===== src/rtl/mem_stage.sv =====
// MEM pipeline stage: holds the EX payload across an outstanding data-SRAM read and hands it to WB.
// Optional MEM_LD_EXT_EN: byte/halfword lane select and zero/sign extension of load data.
module mem_stage #(
  parameter int DATA_W = 32,
  parameter int REG_AW = 5
) (
  input  logic              clk,
  input  logic              rst,
  input  logic              in_valid,
  output logic              in_ready,
  input  logic [DATA_W-1:0] ex_pc,
  input  logic [DATA_W-1:0] ex_alu_result,
  input  logic              ex_res_from_mem,
  input  logic              ex_gr_we,
  input  logic [REG_AW-1:0] ex_dest,
  input  logic [2:0]        ex_ld_op,
  input  logic              data_sram_data_ok,
  input  logic [DATA_W-1:0] data_sram_rdata,
  output logic              out_valid,
  input  logic              out_ready,
  output logic [DATA_W-1:0] wb_pc,
  output logic [DATA_W-1:0] wb_alu_result,
  output logic [DATA_W-1:0] wb_rdata,
  output logic              wb_res_from_mem,
  output logic              wb_gr_we,
  output logic [REG_AW-1:0] wb_dest,
  output logic              fwd_we,
  output logic [REG_AW-1:0] fwd_dest,
  output logic [DATA_W-1:0] fwd_data,
  output logic              fwd_blocked
);

  typedef enum logic [1:0] {
    EMPTY = 2'd0,
    WAIT  = 2'd1,
    HOLD  = 2'd2
  } state_t;

  state_t              state_r, state_next_s;
  logic [DATA_W-1:0]   pc_r, alu_result_r, rdata_r, rdata_cap_s;
  logic                res_from_mem_r, gr_we_r;
  logic [REG_AW-1:0]   dest_r;
  logic                valid_s, ready_go_s, accept_s, capture_s;

`ifdef MEM_LD_EXT_EN
  logic [2:0]          ld_op_r;

  // Lane-select and extend raw SRAM data; ld_op = {signed, size}, size 0=byte 1=half else word.
  function automatic logic [DATA_W-1:0] load_ext(input logic [DATA_W-1:0] data,
                                                 input logic [1:0] addr_lo,
                                                 input logic [2:0] ld_op);
    logic [7:0]  byte_v;
    logic [15:0] half_v;
    byte_v = data[{addr_lo, 3'b000} +: 8];
    half_v = data[{addr_lo[1], 4'b0000} +: 16];
    case (ld_op[1:0])
      2'd0:    load_ext = {{(DATA_W-8){ld_op[2] & byte_v[7]}}, byte_v};
      2'd1:    load_ext = {{(DATA_W-16){ld_op[2] & half_v[15]}}, half_v};
      default: load_ext = data;
    endcase
  endfunction

  assign rdata_cap_s = load_ext(data_sram_rdata, alu_result_r[1:0], ld_op_r);
`else
  logic unused_ld_op_s;
  assign unused_ld_op_s = ^ex_ld_op;
  assign rdata_cap_s    = data_sram_rdata;
`endif

  assign valid_s    = (state_r != EMPTY);
  assign ready_go_s = (state_r == HOLD);
  assign in_ready   = ~rst & ((state_r == EMPTY) | (ready_go_s & out_ready));
  assign accept_s   = in_valid & in_ready;
  // Responses only count while a load is outstanding; anything else is dropped.
  assign capture_s  = (state_r == WAIT) & data_sram_data_ok;

  // Next-state logic.
  always_comb begin
    state_next_s = state_r;
    case (state_r)
      EMPTY: begin
        if (accept_s) state_next_s = ex_res_from_mem ? WAIT : HOLD;
        else          state_next_s = EMPTY;
      end
      WAIT: begin
        if (capture_s) state_next_s = HOLD;
        else           state_next_s = WAIT;
      end
      HOLD: begin
        if (accept_s)       state_next_s = ex_res_from_mem ? WAIT : HOLD;
        else if (out_ready) state_next_s = EMPTY;
        else                state_next_s = HOLD;
      end
      default: state_next_s = EMPTY;
    endcase
  end

  // State, payload and captured read data.
  always_ff @(posedge clk or posedge rst) begin
    if (rst) begin
      state_r        <= EMPTY;
      pc_r           <= {DATA_W{1'b0}};
      alu_result_r   <= {DATA_W{1'b0}};
      res_from_mem_r <= 1'b0;
      gr_we_r        <= 1'b0;
      dest_r         <= {REG_AW{1'b0}};
      rdata_r        <= {DATA_W{1'b0}};
`ifdef MEM_LD_EXT_EN
      ld_op_r        <= 3'd0;
`endif
    end else begin
      state_r <= state_next_s;
      if (accept_s) begin
        pc_r           <= ex_pc;
        alu_result_r   <= ex_alu_result;
        res_from_mem_r <= ex_res_from_mem;
        gr_we_r        <= ex_gr_we;
        dest_r         <= ex_dest;
`ifdef MEM_LD_EXT_EN
        ld_op_r        <= ex_ld_op;
`endif
      end
      if (capture_s) rdata_r <= rdata_cap_s;
    end
  end

  assign out_valid       = ready_go_s;
  assign wb_pc           = pc_r;
  assign wb_alu_result   = alu_result_r;
  assign wb_rdata        = rdata_r;
  assign wb_res_from_mem = res_from_mem_r;
  assign wb_gr_we        = gr_we_r;
  assign wb_dest         = dest_r;
  assign fwd_we          = valid_s & gr_we_r & (dest_r != {REG_AW{1'b0}});
  assign fwd_dest        = dest_r;
  assign fwd_data        = res_from_mem_r ? rdata_r : alu_result_r;
  // ID must stall when its source matches a load whose data has not arrived.
  assign fwd_blocked     = fwd_we & res_from_mem_r & (state_r == WAIT);

endmodule


===== config.mk =====
export PLATFORM = sky130hd
export DESIGN_NAME = mem_stage
export DESIGN_NICKNAME = d
export VERILOG_FILES = /design/src/rtl/mem_stage.sv
export SDC_FILE = /design/constraint.sdc
export NUM_CORES = 1
export LEC_CHECK = 0
export CORE_ASPECT_RATIO = 0.75
export CORE_UTILIZATION = 44
export CTS_BUF_LIST = sky130_fd_sc_hd__clkbuf_4
export CTS_CLUSTER_SIZE = 28
export DETAILED_ROUTE_END_ITERATION = 6
export PLACE_DENSITY = 0.95
export REMOVE_ABC_BUFFERS = 1
export SYNTH_ARGS = -nofsm -noshare
export SYNTH_HDL_FRONTEND = slang
export SYNTH_SLANG_ARGS = --single-unit

===== constraint.sdc =====
create_clock -name clk -period 6.7 [get_ports clk]
set_input_delay 1.34 -clock clk [delete_from_list [all_inputs] [get_ports clk]]
set_output_delay 1.34 -clock clk [all_outputs]
set_load 0.1 [all_outputs]

Yosys cells after proc, flatten, opt, wreduce, memory -nomap -nowiden --
Index checks and enable logic that the tools add are counted.
Cells by class: equality and inequality tests 2, mux-type cells 7, bitwise logic cells 10, reduce and logical (&&, ||, !) cells 3
Operator list (number):
- 32-bit 2-to-1 mux | 1
- 2-bit 2-to-1 mux | 5
- 1-bit bitwise AND | 8
- 2-bit one-hot mux with 3 select lines | 1
- 5-bit nonzero test | 1
- 2-bit by 1-bit equality test with 1-bit output (second input constant) | 1
- 2-bit equality test (second input constant) | 1
- 2-bit zero test | 1
- 2-bit nonzero test | 1
- 1-bit NOT | 1
- 1-bit OR | 1
Storage, ports and cells: register bits 105, input port bits 111, logic and storage cells 29

Logic depth before layout (Yosys ltp) --
word-level depth 7, gate-level depth with buffers 5

Least setup slack after synthesis --
No wires, ideal clock.
kind in2out, start input port rst, end output port in_ready, data arrival time 3.403 ns, path slack 1.957 ns, cell stages on the path 1, path buffers 0, cell sequence nor3_1
Between the ends: word-level cells in the longest chain between the ends 2
Ends and longest elaborated chain:
- start, declared | RTL line 8 | input logic rst,
- 1-bit NOT | RTL line 72 | assign in_ready = ~rst & ((state_r == EMPTY) | (ready_go_s & out_ready));
- 1-bit bitwise AND | RTL line 72
- end, declared | RTL line 10 | output logic in_ready,
Every way passes these cells.

Worst setup path in the final report --
start input port out_ready, end output port in_ready
Between the ends: word-level cells in the longest chain between the ends 3
Ends and longest elaborated chain:
- start, declared | RTL line 20 | input logic out_ready,
- 1-bit bitwise AND | RTL line 72
- 1-bit OR | RTL line 72
- 1-bit bitwise AND | RTL line 72
Every way passes these cells.

==> metrics.yaml <==
run_status:
  status: "completed"
die:
  rows: 32
  dieArea_um2: 11190
  ios: 255
  die_h_um: 91.87
  core_area_um2: 10370
  start_util_pct: 45.69
  die_x_um: 121.8
logic_synthesis:
  synth_most_common_cell: "dfrtp_1"
  syn_inst: 278
  synth.avg_cell_area_um2: 17.04
  synthTopCellsByCount: "105 x dfrtp_1, 69 x mux2_4, 66 x mux2_2"
  netlist_area_um2: 4738
  yosysUniqueCellTypes: 21
  ys_async_sr_fraction_pct: 100.0
  synth_area_leaders: "dfrtp_1 55%, mux2_4 22%, mux2_2 16%, buf_12 3.0%, buf_4 0.79%"
  synthFlopType: "dfrtp_1"
  yosys.area.top_type: "dfrtp_1"
  synth_warnings: 0
  ys_seq_area_share_pct: 55.45
  netlist.area_leader.share_pct: 55.45
  synth_edf_count: 0
  synth_seq_cells: 105
drt:
  first_pass_iters: 4
  wl_um: 12270
  vias_per_cell: 4.883
  drc: 0
  antenna_left: 0
  vias: 3242
  first_iter_violations: 91
  wire_per_inst_um: 18.47
cts:
  clock-sinks: 105
  path_clk_slew_ps: 150
  cts_resized: 0
  cts_buffers: 9
  cts_setup_buffers: 0
  cts-root-buf: "clkbuf_4"
  cts_hold_buf: 0
  clock_latency_ps: 440
  cts.htree.levels: 3
  tritoncts: "yes"
  clockBufferDepth: 2
critical_path:
  arrival_ps: 3250
  ff2ff_setup_slack_ps: 4290
  crit_top_cell: "clkdlybuf4s50_1"
  crit_path_top_delay_cell: "clkdlybuf4s50_1"
  crit_chain: "clkdlybuf4s50_1, nor2b_4, nor3_1, clkdlybuf4s50_1"
  timing.rr.start: "state_r[1]"
  cp_top_family: "buffers and inverters"
  cp_slowest_stage_delay_ps: 1190
  crit_required_ps: 5360
  crit_fanout: 3
  setup.worst_path.class: "in2out"
  cp-end-kind: "output port"
  cp-start-kind: "input pin"
  cp_num_buf_inv: 2
  worstReg2RegEnd: "wb_pc[12]"
  r2r_cells: 4
grt:
  grt.overflow.total: 0
  grt_pass1_vias: 3604
  grt_usage_pct: 22.86
  grt_max_degree: 55
  antenna_found_initial: 0
  grt_pass1_wl_um: 19200
worst_hold_path:
  worstHoldStart: "wb_pc[31]"
  holdCritPathClass: "reg2reg"
  hold_path_depth: 1
  whs_endpoint: "wb_pc[31]"
layout:
  antennaDiodeCount: 0
  fill_cells: 678
  area_delta_synth_final_pct: 55.40
  final_util_pct: 71.01
  nNetsFinal: 635
  seqCellArea_um2: 2628
  layout-drive-gt1-share_pct: 29.73
  multiInputGateArea_um2: 1877
timing:
  setup-violations-final: 0
  setup_tns_ps: 0
  worst_slack_ps: 2111
  rsz0062_at_grt: "no"
  max_freq_mhz: 217.9
  hold_viol: 0
  fin_skew_ps: 17.80
  fin_crit_ps: 4589
  drv_slew: 0
  whs_ps: 532.7
  relSlewSlack_pct: 30.40
  fin_crit_sh_pct: 68.49
  worst_pin_slew_ps: 1041
place:
  dp_slack_ps: 2120
  place_congestion: 0.7378
  hpwl_um: 9307
  port_buffers: 251
job:
  max-cap-violations: 0
-- worst max path at each step --
stage / start / endpoint / slack [ps] / cells after the start
after floorplan: rst / in_ready / 1960 / 1
after global placement: out_ready / in_ready / 2110 / 4
after detailed placement: out_ready / in_ready / 2120 / 4
after CTS: out_ready / in_ready / 2100 / 4
after global routing: out_ready / in_ready / 2080 / 4
final: out_ready / in_ready / 2110 / 4
-- final cells by class --
type | count | share of cell area [%]
sequential | 105 | 35.68
tap | 136 | 2.311
inverter | 3 | 0.1869
clock inverter | 5 | 0.7816
clock buffer | 10 | 1.020
timing repair buffer | 255 | 34.53
multi-input combinational | 150 | 25.49
-- flip-flops by register name, summed over array words and instances, names as in the netlist --
| name | flops |
|---|---|
| state_r | 2 |
| wb_gr_we | 1 |
| wb_res_from_mem | 1 |
| wb_pc | 32 |
| wb_alu_result | 32 |
| fwd_dest | 5 |
| wb_rdata | 32 |
-- per-stage QoR --
step | instance area [um2] | std cells
4_1_cts | 7363 | 664
2_1_floorplan | 4516 | 258
3_3_place_gp | 7231 | 649
3_5_place_dp | 7231 | 649
5_1_grt | 7363 | 664
6_report | 7363 | 664
-- worst reg2reg max path: stages, from the launching register on --
cell	delay, ps
dfrtp_1	430
nor2b_4	190
or4b_4	640
buf_4	660
mux2_4	390
-- kinds of logic after synthesis --
| kind of cell | after synthesis | synth area share (%) |
|---|---|---|
| muxes | 135 | 37.55 |
| DFF | 105 | 55.45 |
| AOI/OAI and AO/OA | 4 | 0.5282 |
| buffers and inverters | 23 | 4.938 |
| and+or+nand+nor | 11 | 1.532 |
-- metal layers --
metal  routed length, um  global-route usage (%)  up-vias
met5                   0                       0        -
met4                 152                   6.481        0
met3                1081                   8.396       18
met2                6357                   40.16      148
met1                4674                   25.80     1611
li1                    -                       -     1465
-- layout by cell type (no fill, tap or decap), drive strengths merged, types with 2 or more instances in the layout --
cell / synthesis / routed
nor2b: 2 / 2
inv: 3 / 3
clkdlybuf4s50: 0 / 251
nor2: 3 / 3
nand2: 2 / 2
buf: 18 / 4
clkbuf: 2 / 10
clkinv: 0 / 4
mux2: 135 / 135
dfrtp: 105 / 105
o21ai: 2 / 2
Power is left out: the tool's default activity adds up to more than one toggle a clock period on the data nets, which glitch-free logic cannot reach.
